File: config.mk
export PLATFORM = sky130hd
export DESIGN_NAME = seg7_hex_reader
export DESIGN_NICKNAME = d
export VERILOG_FILES = /design/src/rtl/seg7_pkg.sv /design/src/rtl/seg7_glyph_lookup.sv /design/src/rtl/seg7_hex_reader.sv
export SDC_FILE = /design/constraint.sdc
export NUM_CORES = 1
export LEC_CHECK = 0
export ABC_AREA = 1
export ABC_CLOCK_PERIOD_IN_PS = 2400
export BUFFER_PORTS_ARGS = -buffer_cell sky130_fd_sc_hd__buf_2
export CAP_MARGIN = 10
export CORE_MARGIN = 2
export CORE_UTILIZATION = 55
export DETAILED_ROUTE_END_ITERATION = 10
export GPL_TIMING_DRIVEN = 1
export PLACE_DENSITY = 0.77
export SYNTH_ARGS = -nofsm -noshare
export SYNTH_HDL_FRONTEND = slang
export SYNTH_SLANG_ARGS = --single-unit
export TNS_END_PERCENT = 50
File: constraint.sdc
create_clock -name clk -period 2.4 [get_ports clk]
set_input_delay 0.24 -clock clk [delete_from_list [all_inputs] [get_ports clk]]
set_output_delay 0.24 -clock clk [all_outputs]
set_load 0.01 [all_outputs]
File: src/rtl/seg7_pkg.sv
// rtl/seg7_pkg.sv - glyph table and FSM state type for the seven-segment bus reader
package seg7_pkg;

    // Active-low segment patterns, bit0=a .. bit6=g, indexed by the nibble they show
    localparam logic [6:0] SEG_GLYPH [16] = '{
        7'h40, 7'h79, 7'h24, 7'h30, 7'h19, 7'h12, 7'h02, 7'h78,
        7'h00, 7'h10, 7'h08, 7'h03, 7'h46, 7'h21, 7'h06, 7'h0E
    };

    localparam logic [6:0] SEG_BLANK = 7'h7F;

    typedef enum logic [1:0] {
        IDLE,
        COUNT,
        HELD
    } seg7_state_t;

endpackage

File: src/rtl/seg7_glyph_lookup.sv
// rtl/seg7_glyph_lookup.sv - maps an active-low segment pattern back to its hex nibble
module seg7_glyph_lookup
    import seg7_pkg::*;
(
    input  logic [6:0] seg_n,
    output logic       hit,
    output logic       blank,
    output logic [3:0] nibble
);

    always_comb begin
        hit    = 1'b0;
        nibble = 4'h0;
        for (int i = 0; i < 16; i++) begin
            if (seg_n == SEG_GLYPH[i]) begin
                hit    = 1'b1;
                nibble = 4'(i);
            end
        end
    end

    assign blank = (seg_n == SEG_BLANK);

endmodule

File: src/rtl/seg7_hex_reader.sv
// rtl/seg7_hex_reader.sv - debounces a multiplexed 7-segment bus and recovers per-digit nibbles
module seg7_hex_reader
    import seg7_pkg::*;
#(
    parameter int NUM_DIGITS    = 4,
    parameter int STABLE_CYCLES = 4
) (
    input  logic                    clk,
    input  logic                    reset,
    input  logic [6:0]              seg_n,
    input  logic [NUM_DIGITS-1:0]   dig_sel,
    output logic [4*NUM_DIGITS-1:0] hex_out,
    output logic [NUM_DIGITS-1:0]   digit_valid,
    output logic                    bad_glyph,
    output logic                    frame_done
);

    localparam int CW = $clog2(STABLE_CYCLES);

    logic [NUM_DIGITS-1:0] samp_sel, prev_sel;
    logic [6:0]            samp_seg, prev_seg;
    logic [CW-1:0]         cnt, cnt_nxt;
    seg7_state_t           state, state_nxt;
    logic [NUM_DIGITS-1:0] seen, seen_nxt;
    logic                  onehot, same, accept;
    logic                  hit, blank;
    logic [3:0]            nibble;

    seg7_glyph_lookup u_lookup (
        .seg_n  (samp_seg),
        .hit    (hit),
        .blank  (blank),
        .nibble (nibble)
    );

    assign onehot   = (samp_sel != '0) && ((samp_sel & (samp_sel - NUM_DIGITS'(1))) == '0);
    assign same     = (samp_sel == prev_sel) && (samp_seg == prev_seg);
    assign seen_nxt = seen | samp_sel;

    always_ff @(posedge clk or posedge reset) begin
        if (reset) begin
            samp_sel <= '0;
            samp_seg <= '0;
            prev_sel <= '0;
            prev_seg <= '0;
            cnt      <= '0;
            state    <= IDLE;
        end else begin
            samp_sel <= dig_sel;
            samp_seg <= seg_n;
            prev_sel <= samp_sel;
            prev_seg <= samp_seg;
            cnt      <= cnt_nxt;
            state    <= state_nxt;
        end
    end

    // The count is of equal sample pairs, so the final pair lands on STABLE_CYCLES-2
    always_comb begin
        state_nxt = state;
        cnt_nxt   = cnt;
        accept    = 1'b0;
        case (state)
            IDLE: begin
                cnt_nxt = '0;
                if (onehot) state_nxt = COUNT;
            end
            COUNT: begin
                if (!onehot) begin
                    state_nxt = IDLE;
                    cnt_nxt   = '0;
                end else if (!same) begin
                    cnt_nxt = '0;
                end else if (cnt == CW'(STABLE_CYCLES - 2)) begin
                    accept    = 1'b1;
                    state_nxt = HELD;
                    cnt_nxt   = '0;
                end else begin
                    cnt_nxt = cnt + 1'b1;
                end
            end
            HELD: begin
                if (!same) begin
                    cnt_nxt   = '0;
                    state_nxt = onehot ? COUNT : IDLE;
                end
            end
            default: begin
                state_nxt = IDLE;
                cnt_nxt   = '0;
            end
        endcase
    end

    always_ff @(posedge clk or posedge reset) begin
        if (reset) begin
            hex_out     <= '0;
            digit_valid <= '0;
            bad_glyph   <= 1'b0;
            frame_done  <= 1'b0;
            seen        <= '0;
        end else begin
            bad_glyph  <= 1'b0;
            frame_done <= 1'b0;
            if (accept) begin
                for (int i = 0; i < NUM_DIGITS; i++) begin
                    if (samp_sel[i]) begin
                        if (hit) begin
                            hex_out[4*i +: 4] <= nibble;
                            digit_valid[i]    <= 1'b1;
                        end else begin
                            digit_valid[i]    <= 1'b0;
                        end
                    end
                end
                if (!hit && !blank) bad_glyph <= 1'b1;
                // Completing digit starts the next frame with an empty mask
                if (&seen_nxt) begin
                    frame_done <= 1'b1;
                    seen       <= '0;
                end else begin
                    seen       <= seen_nxt;
                end
            end
        end
    end

endmodule

After elaboration in Yosys (flattened, before gate mapping)
Index checks and enable logic that the tools add are counted.

cells by class
  muxes and demuxes = 53
  $add $sub $neg = 2
  bitwise gates (word level) = 2
  equal/unequal tests = 25
  reductions and logical operators = 19

operator list
  cell                count
  $mux 4              9
  $eq 7x7->1 const B  5
  $mux 1              27
  $mux 2              11
  $eq 7x5->1 const B  3
  $eq 7x6->1 const B  3
  $eq 7x2->1 const B  2
  $eq 7x4->1 const B  2
  $mux 3              4
  $reduce_and 3->1    4
  $reduce_and 2->1    4
  $reduce_and 4->1    2
  $eq 7x3->1 const B  1
  $eq 7x7->1          1
  $logic_not 7->1     1
  $ne 3x3->1 const B  2
  $pmux 2 s3          1
  $and 4x4->4         1
  $eq 2x2->1 const B  2
  $eq 4x4->1          1
  $logic_not 4->1     1
  $ne 2x2->1 const B  2
  $or 4x4->4          1
  $pmux 2 s2          1
  other kinds (7)     10

word-level totals
  word-level logic and storage cells = 118
  bits of input ports = 13
  output and inout bits = 22
  register bits after elaboration = 52

Longest topological paths before layout
  depth in word-level cells = 21
  mapped depth = 13
  mapped depth without buffers = 12

Cells and area by module
A second synthesis with hierarchy kept.

second synthesis, totals
  cells, all modules = 286
  area, all modules = 2,471.1 µm²

by module, submodules not included
  module             area each (µm²)  times used  seq. area each (µm²)  cells each
  seg7_hex_reader    2,168.3          1           1,301.2               224
  seg7_glyph_lookup  302.8            1           0.0                   62

Worst setup path after synthesis
No wires, ideal clock.

  kind = reg-to-reg
  start point = register samp_seg[5]
  end point = register digit_valid[0]
  slack = 859 ps
  required time = 2,283 ps
  data arrival time = 1,423 ps
  buffers on the path = 1
  library setup time = 117 ps
  stages on the path, launching flop included = 12
  period minus slack after synthesis = 1,541 ps
  path through = dfrtp_1 buf_2 nand2_1 nor2_1 nand2_1 nand2_1 nor2_1 nand3_1 nor2_4 inv_4 nand2_4 nand2_1

between the ends
  longest elaborated chain between the ends = 18
  elaborated cells on any way between the ends = 39
  classes of those cells = eq/ne (16); mux (20); reduce/logical (3)

RTL lines
  item                           line                     source
  start, declared                seg7_hex_reader.sv:21    logic [6:0] samp_seg, prev_seg;
  start signal, assigned         seg7_hex_reader.sv:50    samp_seg <= seg_n;
  $eq 7x7->1                     seg7_glyph_lookup.sv:15  if (seg_n == SEG_GLYPH[i]) begin
  $mux 1 (16 in series)          seg7_glyph_lookup.sv:15
  $mux 1                         seg7_hex_reader.sv:108   if (hit) begin
  end signal, assigned           seg7_hex_reader.sv:98    digit_valid <= '0;
  end signal, assigned by index  seg7_hex_reader.sv:110   digit_valid[i] <= 1'b1;
  end signal, assigned by index  seg7_hex_reader.sv:112   digit_valid[i] <= 1'b0;
  end, declared                  seg7_hex_reader.sv:13    output logic [NUM_DIGITS-1:0] digit_valid,

Several ways; a longest one is shown, not always the timed one.
A chain may end at the register's enable or synchronous reset.

Final worst setup path
  start point = register samp_seg[5]
  end point = register hex_out[14]

between the ends
  longest elaborated chain between the ends = 18
  elaborated cells on any way between the ends = 50
  classes of those cells = eq/ne (16); mux (31); reduce/logical (3)

RTL lines
  item                           line                     source
  $eq 7x7->1                     seg7_glyph_lookup.sv:15
  $mux 1 (16 in series)          seg7_glyph_lookup.sv:15
  $reduce_and 3->1 (no line)     --
  end signal, assigned by index  seg7_hex_reader.sv:109   hex_out[4*i +: 4] <= nibble;
  end, declared                  seg7_hex_reader.sv:12    output logic [4*NUM_DIGITS-1:0] hex_out,

Several ways; a longest one is shown, not always the timed one.

==> flow_metrics.env <==
export IMPL_status="finished, final reports clean"
export IMPL_syn_inst=306
export IMPL_wl_um=5000
export IMPL_antenna_cells=0
export IMPL_hold_depth=1
export IMPL_io_pins=35
export IMPL_placedInstanceArea_um2=2720
export IMPL_p_per_area_nw_per_um2=550
export IMPL_fin_setup_tns_ns=0
export IMPL_ys_warn_count=0
export IMPL_min_period_ns=1.84
export IMPL_cts_buffers=5
export IMPL_final_common_cell="nand2_1"
export IMPL_hold_start="seg_n[2]"
export IMPL_cts_tree="built"
export IMPL_relSlewSlack_pct=66.4
export IMPL_cp_start_kind="flip-flop"
export IMPL_maxCapViolCount=0
export IMPL_rsz0062_at_grt="false"
export IMPL_place_gp_congestion=0.845
export IMPL_finalSetupViolations=0
export IMPL_power_leakage_nw=1.68
export IMPL_antenna_found_initial=0
export IMPL_drcViolationCount=0
export IMPL_die_y_um=71.2
export IMPL_report_final_slew_viol_count=0
export IMPL_wl_per_cell_um=12.5
export IMPL_grt_overflow=0
export IMPL_num_vias=2011
export IMPL_grtUsageTotal_pct=21.7
export IMPL_rows=24
export IMPL_reg2reg_to="hex_out[14]"
export IMPL_dieArea_um2=5070
export IMPL_ys_seq_area_share_pct=52.4
export IMPL_grt_max_degree=26
export IMPL_synth_nets=319
export IMPL_ys_ff_latch=52
export IMPL_insertion_delay_ns=0.30
export IMPL_fin_crit_sh_pct=76.8
export IMPL_root_buffer="clkbuf_8"
export IMPL_drt_initial_drc_count=168
export IMPL_crit_required_ns=2.64
export IMPL_final_cell_mix="nand2_1, dfrtp_1, nor2_1"
export IMPL_path_class="flip-flop to flip-flop"
export IMPL_stdcell_area_um2=2820
export IMPL_numPortBuffers=34
export IMPL_hold_viol=0
export IMPL_regToRegSetupSlack_ns=0.56
export IMPL_hpwlAfterDp_um=3740
export IMPL_drive_gt1_share_pct=22.6
export IMPL_syn_area_um2=2480
export IMPL_htree_levels=2
export IMPL_endpoint_kind="flip-flop"
export IMPL_coreArea_um2=4350
export IMPL_hp_class="input port to flip-flop"
export IMPL_clock_skew_ns=0.0105
export IMPL_grt_pass1_vias=1802
export IMPL_synth_distinct_cells=25
export IMPL_power_mw=1.55
export IMPL_whs_ns=0.0355
export IMPL_crit_reg2reg_launch="samp_seg[5]"
export IMPL_reg2reg_depth=11
export IMPL_cts_repair_resized=0
export IMPL_worstPathArrival_ns=2.08
export IMPL_crit_path_frequent_cell="nand2_1"
export IMPL_cts_sinks=52
export IMPL_die_w_um=71.2
export IMPL_viasPerCell=5.01
export IMPL_post_cts_buffers=0
export IMPL_min_to="samp_seg[2]"
export IMPL_nFillCells=374
export IMPL_worst_pin_slew_ns=0.504
export IMPL_postRouteAntennaNets=0
export IMPL_area_growth_synth_to_final_pct=13.5
export IMPL_cts_buffer_depth=2
export IMPL_finish_utilization_pct=64.8
export IMPL_max_vdd_ir_drop_mv=0.459
export IMPL_clkTransAtPathRegs_ns=0.09
export IMPL_critPathMaxStageDelay_ns=0.50
export IMPL_cp_max_fo=9
export IMPL_cts_hold_buffers=1
export IMPL_start_util_pct=57.1
export IMPL_firstDrtPassIters=6
export IMPL_crit_path_top_delay_cell="dfrtp_1"
export IMPL_crit_chain="inv_2 -> nand2_1 -> nand2_1 -> nand2_1 -> nor2_1 -> nand2_1 -> nor2_4 -> nand4_1 -> nor2_1 -> nand2_1 -> nand2_1"
export IMPL_layout_nets=361
export IMPL_grt_pass1_wl_um=8450
export IMPL_max_freq_mhz=542
export IMPL_syn_area_per_cell_um2=8.12
cell usage after synthesis:
cell type,n,area (µm²)
nor2_1,38,143
nor4_1,2,12.5
buf_4,1,7.51
inv_4,1,6.26
dfrtp_1,52,1300
buf_2,1,5.00
xnor2_1,3,26.3
o21a_1,1,7.51
nor3b_1,1,7.51
nor3_4,1,16.3
o22ai_1,1,6.26
inv_1,17,63.8
nor2_2,3,18.8
nand3_1,9,45.0
nand2_4,5,56.3
nor2_8,1,20.0
nor3_2,1,10.0
inv_2,12,45.0
xor2_1,1,8.76
nand2_2,3,18.8
nand4_4,1,21.3
nand4_1,9,56.3
nor3_1,3,15.0
nand2_1,133,499
nor2_4,6,67.6
kinds of logic after synthesis:
group,Yosys count,share of synthesized area (%)
AO/OA/AOI/OAI,2,0.554
XOR/XNOR,4,1.41
buffers and inverters,32,5.14
flip-flops,52,52.4
AND/OR/NAND/NOR,216,40.5
report_power, final:
part | leakage, nW | total, mW | switching, mW | internal, mW
Combinational | 0.954 | 0.141 | 0.0962 | 0.0448
Clock | 0.0479 | 0.487 | 0.283 | 0.204
Sequential | 0.674 | 0.923 | 0.0260 | 0.897
Total | 1.68 | 1.55 | 0.405 | 1.15
worst max-delay path, delay by kind of cell, from the launching register on:
| kind | cells | cell delay, ns |
|---|---|---|
| and+or+nand+nor | 10 | 1.18 |
| DFF | 1 | 0.50 |
| buffers and inverters | 1 | 0.10 |
layer usage:
layer	vias up	wire (µm)	GRT usage, %	part of all wire (%)
met4	0	65	7.76	1.3
met2	62	2340	32.3	47
li1	1021	-	-	-
met1	924	2330	32.0	47
met3	4	272	4.22	5.4
met5	-	0	0	0
final cells by class:
class / instances / area, µm² / share of cell area [%]
multi-input cells: 222 / 1060 / 37.4
well taps: 52 / 65.1 / 2.31
repair buffers: 37 / 195 / 6.92
inverters: 30 / 115 / 4.08
clock buffers: 5 / 68.8 / 2.44
clock inverters: 3 / 18.8 / 0.665
flip-flops and latches: 52 / 1300 / 46.1
flip-flops by register name, indices dropped and copies added (netlist names):
signal and flops:
cnt 2, hex_out 16, prev_seg 7, samp_sel 4
seen 4, frame_done 1, digit_valid 4, state 2
samp_seg 7, bad_glyph 1, prev_sel 4
per-stage QoR:
stage	worst slack (ns)	cells
3_3_place_gp	0.608	392
4_1_cts	0.553	401
2_1_floorplan	0.859	306
3_5_place_dp	0.572	392
5_1_grt	0.300	401
6_report	0.556	401
worst max-delay path by stage:
stage                start             end  slack (ns)  depth (start not counted)
6_report       samp_seg[5]     hex_out[14]        0.56                         11
5_1_grt        samp_seg[5]     hex_out[12]        0.30                         10
4_1_cts        samp_seg[5]     hex_out[14]        0.55                         11
3_5_place_dp   samp_seg[5]      hex_out[5]        0.57                         11
3_3_place_gp   samp_seg[5]      hex_out[4]        0.61                         10
2_1_floorplan  samp_seg[5]  digit_valid[0]        0.86                         11
No activity file was read; power rests on OpenSTA's default activity.
